$ cat src/rtl/route_sched.sv
// route_sched: per-layer route sequencer and IFM aux-port arbiter.
// One route descriptor is taken per layer. The block sequences an optional
// route-buffer load, then holds the route save window until the layer
// finishes. It also shares the IFM aux write port between route reads and
// the DMA fill path on a cycle-by-cycle basis.
module route_sched #(
    parameter int IFM_AW       = 12,
    parameter int W_FRAME_SIZE = 16
) (
    input  logic                    clk,
    input  logic                    rstn,
    input  logic                    cfg_vld,
    output logic                    cfg_rdy,
    input  logic                    cfg_save,
    input  logic                    cfg_load,
    input  logic [1:0]              cfg_loc,
    input  logic [IFM_AW-1:0]       cfg_offset,
    input  logic [W_FRAME_SIZE-1:0] cfg_frame_size,
    input  logic                    layer_done,
    input  logic                    pp_data_vld,
    output logic                    q_route_save,
    output logic                    q_route_load,
    output logic [1:0]              q_route_loc,
    output logic [IFM_AW-1:0]       q_route_offset,
    output logic [W_FRAME_SIZE-1:0] q_frame_size,
    output logic                    rte_buf_load_vld,
    input  logic                    rte_buf_load_done,
    input  logic                    dma_aux_req,
    output logic                    dma_aux_gnt,
    output logic                    route_busy,
    output logic                    route_done,
    output logic                    route_err
);

    // Route buffer depth in words; saving more than this into BUF overflows it.
    localparam logic [W_FRAME_SIZE-1:0] SAVE_LIMIT = W_FRAME_SIZE'(512);

    typedef enum logic [2:0] {
        S_IDLE   = 3'd0,
        S_DECIDE = 3'd1,
        S_LOAD   = 3'd2,
        S_LWAIT  = 3'd3,
        S_SAVE   = 3'd4,
        S_DONE   = 3'd5
    } state_t;

    // Saturating increment: counters stick at all-ones instead of wrapping.
    function automatic logic [W_FRAME_SIZE-1:0] sat_inc(
        input logic [W_FRAME_SIZE-1:0] v,
        input logic                    en
    );
        if (en && (v != {W_FRAME_SIZE{1'b1}})) begin
            return v + W_FRAME_SIZE'(1);
        end else begin
            return v;
        end
    endfunction

    state_t                  r_state;
    logic                    r_cfg_rdy;
    logic                    r_busy;
    logic                    r_done;
    logic                    r_err;
    logic                    r_route_save;
    logic                    r_route_load;
    logic                    r_save_flag;
    logic                    r_load_flag;
    logic [1:0]              r_loc;
    logic [IFM_AW-1:0]       r_offset;
    logic [W_FRAME_SIZE-1:0] r_frame_size;
    logic [W_FRAME_SIZE-1:0] r_issue_cnt;
    logic [W_FRAME_SIZE-1:0] r_save_cnt;
    // 1 = DMA won the most recent contended cycle, 0 = route won it.
    logic                    r_last_dma;

    logic                    w_rte_req;
    logic                    w_conflict;
    logic                    w_rte_gnt;
    logic                    w_dma_gnt;
    logic [W_FRAME_SIZE-1:0] w_save_nxt;

    // Aux-port arbitration: lone requester wins, contention alternates.
    always_comb begin
        w_rte_req  = (r_state == S_LOAD) && (r_issue_cnt < r_frame_size);
        w_conflict = w_rte_req && dma_aux_req;
        w_save_nxt = sat_inc(r_save_cnt, pp_data_vld);
        if (w_conflict) begin
            w_rte_gnt = r_last_dma;
            w_dma_gnt = ~r_last_dma;
        end else begin
            w_rte_gnt = w_rte_req;
            w_dma_gnt = dma_aux_req;
        end
    end

    // Descriptor sequencer with registered outputs, counters and owner bit.
    always_ff @(posedge clk or negedge rstn) begin
        if (!rstn) begin
            r_state      <= S_IDLE;
            r_cfg_rdy    <= 1'b1;
            r_busy       <= 1'b0;
            r_done       <= 1'b0;
            r_err        <= 1'b0;
            r_route_save <= 1'b0;
            r_route_load <= 1'b0;
            r_save_flag  <= 1'b0;
            r_load_flag  <= 1'b0;
            r_loc        <= 2'b00;
            r_offset     <= '0;
            r_frame_size <= '0;
            r_issue_cnt  <= '0;
            r_save_cnt   <= '0;
            r_last_dma   <= 1'b0;
        end else begin
            // Only contended cycles flip the turn, so solo DMA traffic
            // outside a load does not steal the route's next turn.
            if (w_conflict) begin
                r_last_dma <= w_dma_gnt;
            end
            case (r_state)
                S_IDLE: begin
                    if (cfg_vld) begin
                        r_loc        <= cfg_loc;
                        r_offset     <= cfg_offset;
                        r_frame_size <= cfg_frame_size;
                        r_save_flag  <= cfg_save;
                        r_load_flag  <= cfg_load;
                        r_err        <= 1'b0;
                        r_issue_cnt  <= '0;
                        r_save_cnt   <= '0;
                        r_cfg_rdy    <= 1'b0;
                        r_busy       <= 1'b1;
                        r_state      <= S_DECIDE;
                    end
                end
                S_DECIDE: begin
                    if (r_loc[1]) begin
                        r_err   <= 1'b1;
                        r_done  <= 1'b1;
                        r_state <= S_DONE;
                    end else if (r_load_flag && (r_loc == 2'b01) &&
                                 (r_frame_size != '0)) begin
                        r_route_load <= 1'b1;
                        r_state      <= S_LOAD;
                    end else if (r_save_flag) begin
                        r_route_save <= 1'b1;
                        r_state      <= S_SAVE;
                    end else begin
                        r_done  <= 1'b1;
                        r_state <= S_DONE;
                    end
                end
                S_LOAD: begin
                    r_issue_cnt <= sat_inc(r_issue_cnt, w_rte_gnt);
                    if (rte_buf_load_done) begin
                        r_state <= S_LWAIT;
                    end
                end
                S_LWAIT: begin
                    // q_route_load was held this extra cycle for read latency.
                    r_route_load <= 1'b0;
                    if (r_save_flag) begin
                        r_route_save <= 1'b1;
                        r_state      <= S_SAVE;
                    end else begin
                        r_done  <= 1'b1;
                        r_state <= S_DONE;
                    end
                end
                S_SAVE: begin
                    r_save_cnt <= w_save_nxt;
                    if (layer_done) begin
                        if ((r_loc == 2'b01) && (w_save_nxt > SAVE_LIMIT)) begin
                            r_err <= 1'b1;
                        end
                        r_route_save <= 1'b0;
                        r_done       <= 1'b1;
                        r_state      <= S_DONE;
                    end
                end
                S_DONE: begin
                    r_done    <= 1'b0;
                    r_busy    <= 1'b0;
                    r_cfg_rdy <= 1'b1;
                    r_state   <= S_IDLE;
                end
                default: begin
                    r_route_save <= 1'b0;
                    r_route_load <= 1'b0;
                    r_done       <= 1'b0;
                    r_busy       <= 1'b0;
                    r_cfg_rdy    <= 1'b1;
                    r_state      <= S_IDLE;
                end
            endcase
        end
    end

    assign cfg_rdy          = r_cfg_rdy;
    assign route_busy       = r_busy;
    assign route_done       = r_done;
    assign route_err        = r_err;
    assign q_route_save     = r_route_save;
    assign q_route_load     = r_route_load;
    assign q_route_loc      = r_loc;
    assign q_route_offset   = r_offset;
    assign q_frame_size     = r_frame_size;
    assign rte_buf_load_vld = w_rte_gnt;
    assign dma_aux_gnt      = w_dma_gnt;

endmodule

$ cat config.mk
export PLATFORM = sky130hd
export DESIGN_NAME = route_sched
export DESIGN_NICKNAME = d
export VERILOG_FILES = /design/src/rtl/route_sched.sv
export SDC_FILE = /design/constraint.sdc
export NUM_CORES = 1
export LEC_CHECK = 0
export ABC_AREA = 1
export BUFFER_PORTS_ARGS = -buffer_cell sky130_fd_sc_hd__buf_2
export CAP_MARGIN = 5
export CORE_AREA = 2 2 95 97
export CTS_BUF_LIST = sky130_fd_sc_hd__clkbuf_8
export CTS_CLUSTER_DIAMETER = 30
export DETAILED_ROUTE_END_ITERATION = 7
export DIE_AREA = 0 0 97 99
export PLACE_DENSITY = 0.78
export SYNTH_ARGS = -nofsm -noshare
export SYNTH_HDL_FRONTEND = slang
export SYNTH_SLANG_ARGS = --single-unit
$ cat constraint.sdc
create_clock -name clk -period 2.1 [get_ports clk]
set_clock_uncertainty 0.15 [all_clocks]
set_input_delay 0.105 -clock clk [delete_from_list [all_inputs] [get_ports clk]]
set_output_delay 0.105 -clock clk [all_outputs]
set_load 0.05 [all_outputs]
==> results.txt, run 1 <==
----------------------------------------------------
[Status]
  Outcome ... complete, but fails checks
  Failing checks ... setup timing

[Setup path]
  Highest net fanout along the worst path ... 8
  Beginning of the worst register-to-register path ... q_frame_size[15]
  Worst Path Arrival ... 2.43 ns
  Critical-path cell with the highest stage delay ... sky130_fd_sc_hd__dfrtp_2
  RR Endpoint ... r_issue_cnt[5]
  Classification of the worst setup path ... reg2reg
  Cell repeated most along the worst path ... sky130_fd_sc_hd__nand2_1
  Length in cells of the worst reg-to-reg path ... 15
  CP max stage delay ... 0.41 ns
  Data required time of the worst path ... 2.24 ns
  Critical Path, Cell by Cell ... inv_2, ha_4, nand2_2, inv_2, nand2_1, nand3b_1, nor3_4, nand2_2, a21oi_4, buf_6, nand2_8, buf_8, nand2_8, nand2_1, nand2_1
  Endpoint kind of the worst setup timing path ... flop
  Worst Setup Start Kind ... flop
  Worst-case register-to-register setup slack ... -0.19 ns

[Finish]
  Count of antenna diodes in the layout ... 0
  Number of nets at the end of the flow ... 848
  Area Overhead vs Synth ... 49.0%
  Layout Cells excl Fill ... 905
  Sequential cell area ... 0.00187 mm^2
  Fill cell count ... 530
  Fraction of layout instances using a drive strength above 1 ... 37.6%
  Area of combinational cells with multiple inputs ... 0.00261 mm^2

[Placed design]
  Number of placed instances with taps included ... ~830
  Number of buffers inserted by port buffering ... 76
  DP Wirelength ... around 8.5 mm
  Global placer's final weighted congestion ... 0.876

[GRT]
  Maximum number of pins on one net before global-route repair ... 45
  Global router's overall resource usage ... 27.8%
  Vias in the first global route ... about 4800
  Congestion Overflow GR ... 0
  First-pass GRT wire length ... 22.0 mm
  Antenna violations before repair ... 0

[Routing]
  Detail Route met3 WL ... 882 um
  Number of remaining DRC errors ... 0
  TritonRoute pass-1 iters ... 5
  Detail Route Antenna Nets ... 0
  Via density ... approximately 5.4
  First DRT Iteration DRCs ... 300
  Detailed route wirelength on metal2 ... about 7.2 mm
  Final Routed Wirelength ... 14.1 mm
  Routed metal-1 wire length ... 5.73 mm
  Vias after detailed routing ... 4881
  Detail-routed net length per standard cell ... about 16 um
  Top sig layer ... met4

[Min path]
  Hold Crit Class ... in2reg
  Source of the worst hold timing path ... layer_done
  Worst Hold Endpoint ... q_route_save
  Hold Path Depth ... 5

[STA]
  Worst slew slack as a fraction of its limit ... 70.1%
  Setup Viol. Count Final ... 66
  Number of hold violations in the final report ... 0
  Final critical delay including setup and external delays ... between 2 and 2.5 ns
  Period utilisation layout ... 109%
  Max Fclk ... 436 MHz
  Max-slew violation count ... 0
  Setup TNS ... -5.97 ns
  Measured slew at the worst slew-check pin ... 0.449 ns
  Unrepaired setup endpoints after global routing ... true
  Final worst-path setup slack ... -0.193 ns

[Clock tree]
  Clock tree from TritonCTS ... done
  Clock tree root driver cell ... sky130_fd_sc_hd__clkbuf_8
  Sinks on the clock net ... 74
  Maximum level of the CTS H-tree ... 3
  Clock insertion delay at the later pin of the skew report ... 0.36 ns
  Cts bufs inserted ... 9
  Clock buffer depth ... 2
  Clock slew at reported path FFs ... 0.10 ns

[Floorplan]
  Placeable Area ... approximately 0.0086 mm^2
  Die width ... a little under 100 um
  Die footprint ... a little under 0.01 mm^2
  Die Y-Extent ... slightly below 100 um
  Std-Cell Rows ... 34
  Initial core utilization ... 52.3%
  Boundary Pins ... 77

[Synth]
  Cell count after synthesis ... around 600
  Net count after synthesis ... ~650
  Number of enable-type register cells in the synthesized netlist ... 0
  Post-synth top flop ... sky130_fd_sc_hd__dfrtp_1
  Sequential area share after synthesis ... 41.5%
  Synthesized area divided by synthesized cell count ... about 7.5 um^2
  Post-synth cell types ... 37
  Yosys warning count ... 0
  Flip-flop and latch count after synthesis ... 74
  Post-synth ARST share ... 100%
  Syn Std Cell Area ... about 0.0045 mm^2

[Power and ir drop]
  Combinational Power Share ... between 60% and 70%
  Net Switching ... 4780 uW
  Switching share of power ... about 50%
  Internal ... 4660 uW
  Sequential Power Share ... 24.3%
  Leakage Power ... 0.00326 uW
  Largest vdd supply drop ... 0.00136 V
  Clk network pwr share ... 11.7%
  Power per cell area ... ~1400 mW/mm^2

[Job]
  Max-cap violation count ... 0

----------------------------------------------------
## worst max path at each step
stage	startpoint	to	slack (ns)	cells after the start
after global routing	q_frame_size[14]	r_issue_cnt[3]	-0.33	15
after global placement	q_frame_size[7]	r_issue_cnt[3]	-0.02	11
after detailed placement	q_frame_size[7]	r_issue_cnt[3]	-0.12	11
final	q_frame_size[15]	r_issue_cnt[5]	-0.19	15
after floorplan	q_frame_size[15]	r_issue_cnt[11]	-0.29	14
after CTS	q_frame_size[15]	dma_aux_gnt	-0.13	10
## what timing repair did
action	in CTS	in global routing
hold endpoints to repair	93	0
gates resized for setup	52	60
buffers inserted	9	13
pin swaps	19	21
hold buffers	35	0
gates cloned	3	3
endpoints found under the setup margin	19	68
## layer usage
metal	track usage (%)	up-vias
met2	49.6	240
met1	34.8	2294
li1	-	2309
met5	0	-
met4	8.67	0
met3	4.47	38
## worst max-delay path, delay by kind of cell (launching register included)
kind                     cells  cell delay (ns)
AND/OR/NAND/NOR              9             0.88
buffers and inverters        4             0.42
AO/OA/AOI/OAI                1             0.15
adder cells (fa/ha/maj)      1             0.21
flip-flops                   1             0.41
## layout make-up
| class | instances | share of cell area [%] |
|---|---|---|
| clock buffer | 9 | 1.86 |
| timing repair buffer | 197 | 23.4 |
| inverter | 68 | 4.13 |
| clock inverter | 7 | 0.958 |
| tap | 108 | 2.03 |
| timing repair inverter | 2 | 0.263 |
| multi-input combinational | 440 | 39.2 |
| sequential | 74 | 28.2 |
## cells by family after synthesis
| logic type | share of synthesized area [%] |
|---|---|
| compound gates | 8.93 |
| xor+xnor | 3.92 |
| fa+ha+maj | 4.76 |
| buf+inv | 7.75 |
| flops | 41.5 |
| simple gates | 33.2 |
## metrics by stage
step,utilization (%),setup WS (ns),power (uW),hold slack (ns),cell area [um^2]
after detailed placement,64.4,-0.120,7050,-0.0778,5500
after global placement,64.4,-0.0206,6880,-0.0830,5500
after CTS,74.0,-0.133,8490,0.0270,6320
final,77.9,-0.193,9440,0.0649,6660
after global routing,77.9,-0.332,9950,0.0734,6660
after floorplan,-,-0.289,5610,-0.341,4570
## flip-flops by register name, summed over array words and instances (netlist names), 2 cells and up
name            flops
q_frame_size       16
q_route_loc         2
q_route_offset     12
r_issue_cnt        16
r_save_cnt         16
r_state             3
## cells in the mapped netlist (all sizes together), types with 2 or more instances
| cell | n | share of area [%] |
|---|---|---|
| nand3 | 49 | 5.5 |
| nand2 | 207 | 18 |
| a21oi | 10 | 1.3 |
| buf | 12 | 1.7 |
| and3 | 2 | 0.28 |
| nand4 | 11 | 1.5 |
| xor2 | 17 | 3.3 |
| nor4 | 3 | 0.42 |
| nor2 | 59 | 6.2 |
| dfrtp | 73 | 41 |
| inv | 68 | 5.8 |
| xnor2 | 3 | 0.59 |
| nor3 | 8 | 1.0 |
| o21ai | 35 | 3.9 |
| a31oi | 2 | 0.28 |
| o22ai | 12 | 3.1 |
| ha | 17 | 4.8 |
| clkbuf | 3 | 0.28 |
## power by group through the flow
stage	Sequential (uW)	Combinational, uW	Clock [uW]
CTS	2270	5130	1100
floorplan	3430	2180	0
finish	2300	6040	1100
detailed placement	2290	4760	0
global placement	2270	4610	0
global route	2350	6420	1170
## cells in the final DEF (no fill, tap or decap), types with 2 or more instances in the layout
cell,instances
sky130_fd_sc_hd__nand2_1,179
sky130_fd_sc_hd__buf_2,74
sky130_fd_sc_hd__buf_4,67
sky130_fd_sc_hd__dfrtp_1,56
sky130_fd_sc_hd__inv_1,49
sky130_fd_sc_hd__nor2_1,45
sky130_fd_sc_hd__nand3_1,43
sky130_fd_sc_hd__dlygate4sd3_1,35
sky130_fd_sc_hd__nand2_2,24
sky130_fd_sc_hd__o21ai_0,19
sky130_fd_sc_hd__inv_2,18
sky130_fd_sc_hd__xor2_1,17
sky130_fd_sc_hd__dfrtp_2,17
sky130_fd_sc_hd__nand4_1,11
sky130_fd_sc_hd__o22ai_2,11
sky130_fd_sc_hd__ha_1,11
sky130_fd_sc_hd__buf_6,11
sky130_fd_sc_hd__o21ai_1,10
sky130_fd_sc_hd__clkbuf_8,9
sky130_fd_sc_hd__nor2_2,7
sky130_fd_sc_hd__buf_12,7
sky130_fd_sc_hd__nand3_2,6
sky130_fd_sc_hd__nor3_1,6
sky130_fd_sc_hd__ha_4,6
sky130_fd_sc_hd__a21oi_1,5
sky130_fd_sc_hd__o21ai_2,5
sky130_fd_sc_hd__nor2_4,5
sky130_fd_sc_hd__a21oi_2,4
sky130_fd_sc_hd__nand2_8,3
sky130_fd_sc_hd__inv_4,3
sky130_fd_sc_hd__nor4_1,3
sky130_fd_sc_hd__xnor2_1,3
sky130_fd_sc_hd__nor2_8,2
sky130_fd_sc_hd__nand2_4,2
sky130_fd_sc_hd__clkinv_4,2
sky130_fd_sc_hd__inv_6,2
(Power assumes the default switching activity.)
==> inputs of run 2 (changes only) <==
--- a/config.mk
+++ b/config.mk
@@ -8,12 +8,13 @@
 export ABC_AREA = 1
 export BUFFER_PORTS_ARGS = -buffer_cell sky130_fd_sc_hd__buf_2
 export CAP_MARGIN = 5
-export CORE_AREA = 2 2 95 97
+export CORE_AREA = 10 10 103 105
 export CTS_BUF_LIST = sky130_fd_sc_hd__clkbuf_8
 export CTS_CLUSTER_DIAMETER = 30
 export DETAILED_ROUTE_END_ITERATION = 7
-export DIE_AREA = 0 0 97 99
+export DIE_AREA = 0 0 113 115
 export PLACE_DENSITY = 0.78
+export SKIP_LAST_GASP = 1
 export SYNTH_ARGS = -nofsm -noshare
 export SYNTH_HDL_FRONTEND = slang
 export SYNTH_SLANG_ARGS = --single-unit
==> results.txt, run 2 (synthesis results as in run 1) <==
----------------------------------------------------
[Finish]
  Count of antenna diodes in the layout ... 0 (unchanged)
  Most frequent cells in the layout ... 169 x sky130_fd_sc_hd__nand2_1, 74 x sky130_fd_sc_hd__buf_2, 68 x sky130_fd_sc_hd__buf_4
  Sequential cell area ... 0.00187 mm^2 (about the same)
  Area Overhead vs Synth ... 52.4%
  Most frequent standard cell in the layout excluding fill and tap cells ... sky130_fd_sc_hd__nand2_1
  Non-Filler Cell Area, Final ... 0.00681 mm^2 (+2.3%)
  Number of nets at the end of the flow ... 852 (+0.47%)
  Fraction of layout instances using a drive strength above 1 ... 41.2% (+3.6 points)
  Fill cell count ... 524 (-1.1%)
  Area of combinational cells with multiple inputs ... 0.00269 mm^2 (+2.9%)

[STA]
  Minimum hold slack ... 0.106 ns (+0.0411 ns)
  Unrepaired setup endpoints after global routing ... true
  Measured slew at the worst slew-check pin ... 0.398 ns (-0.0508 ns)
  Period utilisation layout ... 112% (+2.8 points)
  Max-slew violation count ... 0 (unchanged)
  Final worst-path setup slack ... -0.253 ns (-0.0598 ns)
  Setup Viol. Count Final ... 66 (unchanged)
  Final critical delay including setup and external delays ... 2.35 ns (+0.0598 ns)
  Number of hold violations in the final report ... 0 (unchanged)
  Max Fclk ... 425 MHz (-2.5%)
  Worst slew slack as a fraction of its limit ... 73.5% (+3.4 points)

[Routing]
  First DRT Iteration DRCs ... 306 (+2.0%)
  Detail-routed net length per standard cell ... 16.7 um (+7.1%)
  Vias after detailed routing ... 4966 (+1.7%)
  TritonRoute pass-1 iters ... 5 (unchanged)
  Via density ... 5.46 (+1.3%)
  Final Routed Wirelength ... 15.1 mm (+7.5%)
  Number of remaining DRC errors ... 0 (unchanged)
  Detail Route Antenna Nets ... 0 (unchanged)

[GRT]
  Maximum number of pins on one net before global-route repair ... 75 (+67%)
  Vias in the first global route ... 4791 (-0.23%)
  Antenna violations before repair ... 0 (unchanged)
  Congestion Overflow GR ... 0 (unchanged)
  Global router's overall resource usage ... 20.6% (-7.2 points)
  First-pass GRT wire length ... 22.4 mm (+2.0%)

[Status]
  Outcome ... complete, but fails checks
  Failing checks ... setup timing

[Setup path]
  Data required time of the worst path ... 1.85 ns (-0.39 ns)
  Beginning of the worst register-to-register path ... q_frame_size[15]
  Endpoint kind of the worst setup timing path ... output pin
  CP max stage delay ... 0.42 ns (about the same)
  Highest net fanout along the worst path ... 3 (-5)
  Worst-case register-to-register setup slack ... -0.17 ns (+0.02 ns)
  Classification of the worst setup path ... reg2out
  Length in cells of the worst reg-to-reg path ... 14 (-1)
  Worst Path Arrival ... 2.10 ns (-0.33 ns)
  Critical Path, Cell by Cell ... inv_2, ha_4, nand2_2, inv_2, nand3_1, a31oi_2, nor3_4, nand2_2, o21ai_1, inv_1, buf_6
  Critical-path cell with the highest stage delay ... sky130_fd_sc_hd__dfrtp_2
  RR Endpoint ... r_issue_cnt[8]
  Family with the most delay on the worst path ... simple AND/OR/NAND/NOR gates
  Worst Setup Start Kind ... flop
  Buffering stage count on the worst path with inverters included ... 4 (unchanged)

[Clock tree]
  Maximum level of the CTS H-tree ... 3 (unchanged)
  Cts bufs inserted ... 9 (unchanged)
  Clock insertion delay at the later pin of the skew report ... 0.36 ns (about the same)
  Sinks on the clock net ... 74 (unchanged)
  Clock tree root driver cell ... sky130_fd_sc_hd__clkbuf_8
  Clock slew at reported path FFs ... 0.08 ns (-0.02 ns)
  Clock buffer depth ... 2 (unchanged)
  Clock tree from TritonCTS ... done

[Power and ir drop]
  Net Switching ... 4950 uW (+3.5%)
  Internal ... 4840 uW (+4.0%)
  Largest vdd supply drop ... 0.00127 V (-6.7%)
  Leakage Power ... 0.00330 uW (+1.3%)
  Switching share of power ... 50.6% (-0.12 points)
  Clk network pwr share ... 11.6% (about the same)
  Post-layout power ... 9790 uW (+3.7%)
  Sequential Power Share ... 23.3% (-1.0 points)
  Power per cell area ... 1440 mW/mm^2 (+1.4%)
  Combinational Power Share ... 65.1% (+1.1 points)

[Placed design]
  Number of buffers inserted by port buffering ... 76 (unchanged)
  Area after DPL ... 0.00551 mm^2 (+0.14%)
  Global placer's final weighted congestion ... 0.935 (+6.7%)
  DP Wirelength ... 9.00 mm (+5.7%)
  Minimum setup slack after placement ... -0.128 ns (-0.00840 ns)

[Min path]
  Source of the worst hold timing path ... pp_data_vld
  Hold Path Depth ... 5 (unchanged)
  Worst Hold Endpoint ... r_save_cnt[3]
  Hold Crit Class ... in2reg

[Floorplan]
  Die Y-Extent ... 115 um (+16%)
  Placeable Area ... 0.00855 mm^2 (unchanged)
  Die footprint ... 0.0130 mm^2 (+35%)
  Std-Cell Rows ... 34 (unchanged)
  Boundary Pins ... 77 (unchanged)
  Die width ... 113 um (+16%)
  Initial core utilization ... 52.3% (unchanged)

[Job]
  Max-cap violation count ... 0 (unchanged)

----------------------------------------------------
run 2: worst max path at each step:
stage,from,to,slack [ns],cells past startpoint
2_1_floorplan,q_frame_size[15],r_issue_cnt[11],-0.29,14
3_3_place_gp,r_state[0],r_issue_cnt[7],-0.03,14
3_5_place_dp,r_state[0],r_issue_cnt[12],-0.13,14
4_1_cts,q_frame_size[15],dma_aux_gnt,-0.16,10
5_1_grt,q_frame_size[15],dma_aux_gnt,-0.37,11
6_report,q_frame_size[15],dma_aux_gnt,-0.25,11
run 2: per-stage QoR:
| stage | std cells | util, % | TNS, ns |
|---|---|---|---|
| final | 909 | 79.6 | -5.49 |
| after global routing | 909 | 79.6 | -11.98 |
| after CTS | 888 | 73.9 | -1.69 |
| after detailed placement | 828 | 64.5 | -1.71 |
| after global placement | 828 | 64.5 | -0.374 |
| after floorplan | 596 | - | -3.91 |
run 2: worst min-delay path, stage by stage:
cell,delay [ns]
sky130_fd_sc_hd__buf_2,0.18
sky130_fd_sc_hd__nand3_1,0.10
sky130_fd_sc_hd__nand2_1,0.06
sky130_fd_sc_hd__inv_2,0.07
sky130_fd_sc_hd__o22ai_2,0.07
run 2: layer usage:
layer	vias to the layer above	global-route usage [%]	share of wire [%]
met2	219	36.3	51
met4	0	7.11	2.4
met3	42	4.53	6.8
li1	2323	-	-
met5	-	0	0
met1	2382	24.3	39
run 2: what timing repair did:
action / 4_1_cts / 5_1_grt
endpoints found under the hold margin: 108 / 0
gates cloned: 1 / 6
buffers inserted: 8 / 16
hold buffers: 35 / 0
gates resized for setup: 50 / 82
pin swaps: 25 / 28
endpoints found under the setup margin: 22 / 51
run 2: final cells by class:
class	instances	share of cell area, %
inverter	68	4.12
timing repair inverter	3	0.386
multi-input combinational	440	39.5
sequential	74	27.5
tap	108	1.98
clock inverter	7	1.03
clock buffer	9	1.82
timing repair buffer	200	23.7
run 2: power groups by stage:
stage                     clock (uW)  combinational (uW)  sequential, uW
final                           1140                6370            2280
after global routing            1210                6810            2320
after CTS                       1140                5160            2250
after detailed placement           0                4810            2280
after global placement             0                4660            2250
after floorplan                    0                2180            3430
==> inputs of run 3 (changes only) <==
--- a/config.mk
+++ b/config.mk
@@ -9,7 +9,7 @@
 export BUFFER_PORTS_ARGS = -buffer_cell sky130_fd_sc_hd__buf_2
 export CAP_MARGIN = 5
 export CORE_AREA = 10 10 103 105
-export CTS_BUF_LIST = sky130_fd_sc_hd__clkbuf_8
+export CTS_BUF_LIST = sky130_fd_sc_hd__clkbuf_2
 export CTS_CLUSTER_DIAMETER = 30
 export DETAILED_ROUTE_END_ITERATION = 7
 export DIE_AREA = 0 0 113 115
==> results.txt, run 3 (synthesis results as in run 1) <==
----------------------------------------------------
[Setup path]
  Worst Path Arrival ... 2.31 ns (+0.21 ns)
  Classification of the worst setup path ... reg2out
  Data required time of the worst path ... 1.85 ns (about the same)
  Worst Setup Start Kind ... flop
  Worst-case register-to-register setup slack ... -0.19 ns (-0.02 ns)
  Highest net fanout along the worst path ... 3 (unchanged)
  Length in cells of the worst reg-to-reg path ... 14 (unchanged)
  Endpoint kind of the worst setup timing path ... output pin
  RR Endpoint ... r_issue_cnt[14]
  CP Capture Point ... dma_aux_gnt
  Beginning of the worst register-to-register path ... q_frame_size[14]
  Launch point of the worst path ... q_frame_size[14]

[STA]
  Worst slew slack as a fraction of its limit ... 73.7% (+0.28 points)
  Period utilisation layout ... 122% (+10 points)
  Max-slew violation count ... 0 (unchanged)
  Number of hold violations in the final report ... 0 (unchanged)
  Final worst-path setup slack ... -0.467 ns (-0.214 ns)
  Measured slew at the worst slew-check pin ... 0.394 ns (-0.00413 ns)
  Setup Viol. Count Final ... 65 (-1.5%)
  Max Fclk ... 390 MHz (-8.3%)
  Unrepaired setup endpoints after global routing ... true
  Final critical delay including setup and external delays ... 2.57 ns (+0.214 ns)

[Floorplan]
  Std-Cell Rows ... 34 (unchanged)
  Die Y-Extent ... 115 um (unchanged)
  Boundary Pins ... 77 (unchanged)
  Placeable Area ... 0.00855 mm^2 (unchanged)
  Initial core utilization ... 52.3% (unchanged)
  Die footprint ... 0.0130 mm^2 (unchanged)
  Die width ... 113 um (unchanged)

[GRT]
  Maximum number of pins on one net before global-route repair ... 75 (unchanged)
  Vias in the first global route ... 4763 (-0.58%)
  First-pass GRT wire length ... 22.3 mm (-0.77%)
  Antenna violations before repair ... 2 (+2)
  Congestion Overflow GR ... 0 (unchanged)
  Global router's overall resource usage ... 20.5% (-0.11 points)

[Finish]
  Most frequent cells in the layout ... 186 x sky130_fd_sc_hd__nand2_1, 74 x sky130_fd_sc_hd__buf_2, 60 x sky130_fd_sc_hd__buf_4
  Number of nets at the end of the flow ... 847 (-0.59%)
  Fill cell count ... 595 (+14%)
  Most frequent standard cell in the layout excluding fill and tap cells ... sky130_fd_sc_hd__nand2_1
  Area Overhead vs Synth ... 47.5%
  Fraction of layout instances using a drive strength above 1 ... 37.2% (-4.0 points)
  Layout Cells excl Fill ... 906 (-0.33%)
  Non-Filler Cell Area, Final ... 0.00659 mm^2 (-3.2%)

[Placed design]
  Number of buffers inserted by port buffering ... 76 (unchanged)
  Global placer's final weighted congestion ... 0.935 (unchanged)
  DP Wirelength ... 9.00 mm (unchanged)
  Area after DPL ... 0.00551 mm^2 (unchanged)
  Number of placed instances with taps included ... 828 (unchanged)

[Routing]
  Vias after detailed routing ... 4863 (-2.1%)
  Detail-routed net length per standard cell ... 16.3 um (-2.1%)
  Final Routed Wirelength ... 14.8 mm (-2.4%)
  Number of remaining DRC errors ... 0 (unchanged)
  Via density ... 5.37 (-1.7%)
  TritonRoute pass-1 iters ... 5 (unchanged)
  Detail Route Antenna Nets ... 0 (unchanged)
  First DRT Iteration DRCs ... 334 (+9.2%)

[Clock tree]
  Clock tree from TritonCTS ... done
  Clock slew at reported path FFs ... 0.24 ns (+0.16 ns)
  Maximum level of the CTS H-tree ... 3 (unchanged)
  Cts bufs inserted ... 9 (unchanged)
  Clock buffer depth ... 2 (unchanged)
  Clock tree root driver cell ... sky130_fd_sc_hd__clkbuf_2
  Clock insertion delay at the later pin of the skew report ... 0.55 ns (+0.19 ns)
  Sinks on the clock net ... 74 (unchanged)

[Status]
  Failing checks ... setup timing
  Outcome ... complete, but fails checks

[Power and ir drop]
  Combinational Power Share ... 65.9% (+0.8 points)
  Switching share of power ... 52.9% (+2.4 points)
  Power per cell area ... 1390 mW/mm^2 (-3.2%)
  Clk network pwr share ... 9.2% (-2.4 points)
  Leakage Power ... 0.00322 uW (-2.4%)
  Post-layout power ... 9170 uW (-6.3%)
  Internal ... 4320 uW (-11%)
  Sequential Power Share ... 24.9% (+1.6 points)
  Largest vdd supply drop ... 0.00138 V (+8.3%)
  Net Switching ... 4850 uW (-1.9%)

[Job]
  Max-cap violation count ... 0 (unchanged)

[Min path]
  Hold Crit Class ... in2reg

----------------------------------------------------
-- run 3: area by class of cell --
type | instances | area (um^2) | share of cell area (%)
clock buffer | 10 | 50.0 | 0.759
timing repair inverter | 4 | 45.0 | 0.683
multi-input combinational | 440 | 2630 | 39.8
sequential | 74 | 1870 | 28.4
clock inverter | 6 | 66.3 | 1.01
timing repair buffer | 194 | 1510 | 22.9
tap | 108 | 135 | 2.05
inverter | 68 | 280 | 4.25
antenna | 2 | 5.00 | 0.0759
-- run 3: through the flow --
step / setup TNS, ns / worst slack, ns / hold slack [ns] / util [%]
finish: -6.00 / -0.467 / 0.141 / 77.1
global route: -11.24 / -0.619 / 0.0977 / 77.1
CTS: -2.46 / -0.395 / 0.0272 / 73.3
detailed placement: -1.71 / -0.128 / 0.0180 / 64.5
global placement: -0.374 / -0.0270 / 0.0156 / 64.5
floorplan: -3.91 / -0.289 / -0.341 / -
-- run 3: worst min-delay path by stage --
stage | from | to | slack, ns | cells past startpoint
2_1_floorplan | rstn | q_frame_size[0] | -0.34 | 0
3_3_place_gp | rstn | r_save_cnt[1] | 0.02 | 2
3_5_place_dp | rstn | r_save_cnt[1] | 0.02 | 2
4_1_cts | cfg_vld | route_err | 0.03 | 9
5_1_grt | cfg_offset[10] | q_route_offset[10] | 0.1 | 4
6_report | cfg_offset[4] | q_route_offset[4] | 0.14 | 4
-- run 3: metal layers --
layer | share of wire, % | wire length (um) | GRT usage (%) | vias up
li1 | - | - | - | 2306
met1 | 40 | 5840 | 24.2 | 2320
met2 | 51 | 7520 | 36.0 | 200
met3 | 7.3 | 1080 | 5.10 | 37
met4 | 2.2 | 330 | 6.43 | 0
met5 | 0 | 0 | 0 | -
-- run 3: what timing repair did --
action                                  in CTS  in global routing
gates resized for setup                     49                 65
hold buffers                                39                  1
setup buffers                                7                 10
cloned                                       1                  5
hold endpoints to repair                   117                  1
pin swaps                                   28                 11
endpoints found under the setup margin      23                 65
-- run 3: power by group through the flow --
stage / sequential [uW] / combinational (uW) / clock [uW]
2_1_floorplan: 3430 / 2180 / 0
3_3_place_gp: 2250 / 4660 / 0
3_5_place_dp: 2280 / 4810 / 0
4_1_cts: 2250 / 5150 / 846
5_1_grt: 2320 / 6470 / 909
6_report: 2290 / 6050 / 840
-- run 3: critical path, stage by stage (launching register included) --
cell	delay, ns
sky130_fd_sc_hd__dfrtp_2	0.47
sky130_fd_sc_hd__inv_2	0.09
sky130_fd_sc_hd__ha_4	0.20
sky130_fd_sc_hd__nand2_2	0.07
sky130_fd_sc_hd__inv_2	0.05
sky130_fd_sc_hd__nand2_1	0.08
sky130_fd_sc_hd__nand3b_1	0.13
sky130_fd_sc_hd__nor3_4	0.18
sky130_fd_sc_hd__nand2_2	0.10
sky130_fd_sc_hd__o21ai_1	0.16
sky130_fd_sc_hd__inv_1	0.08
sky130_fd_sc_hd__buf_6	0.15
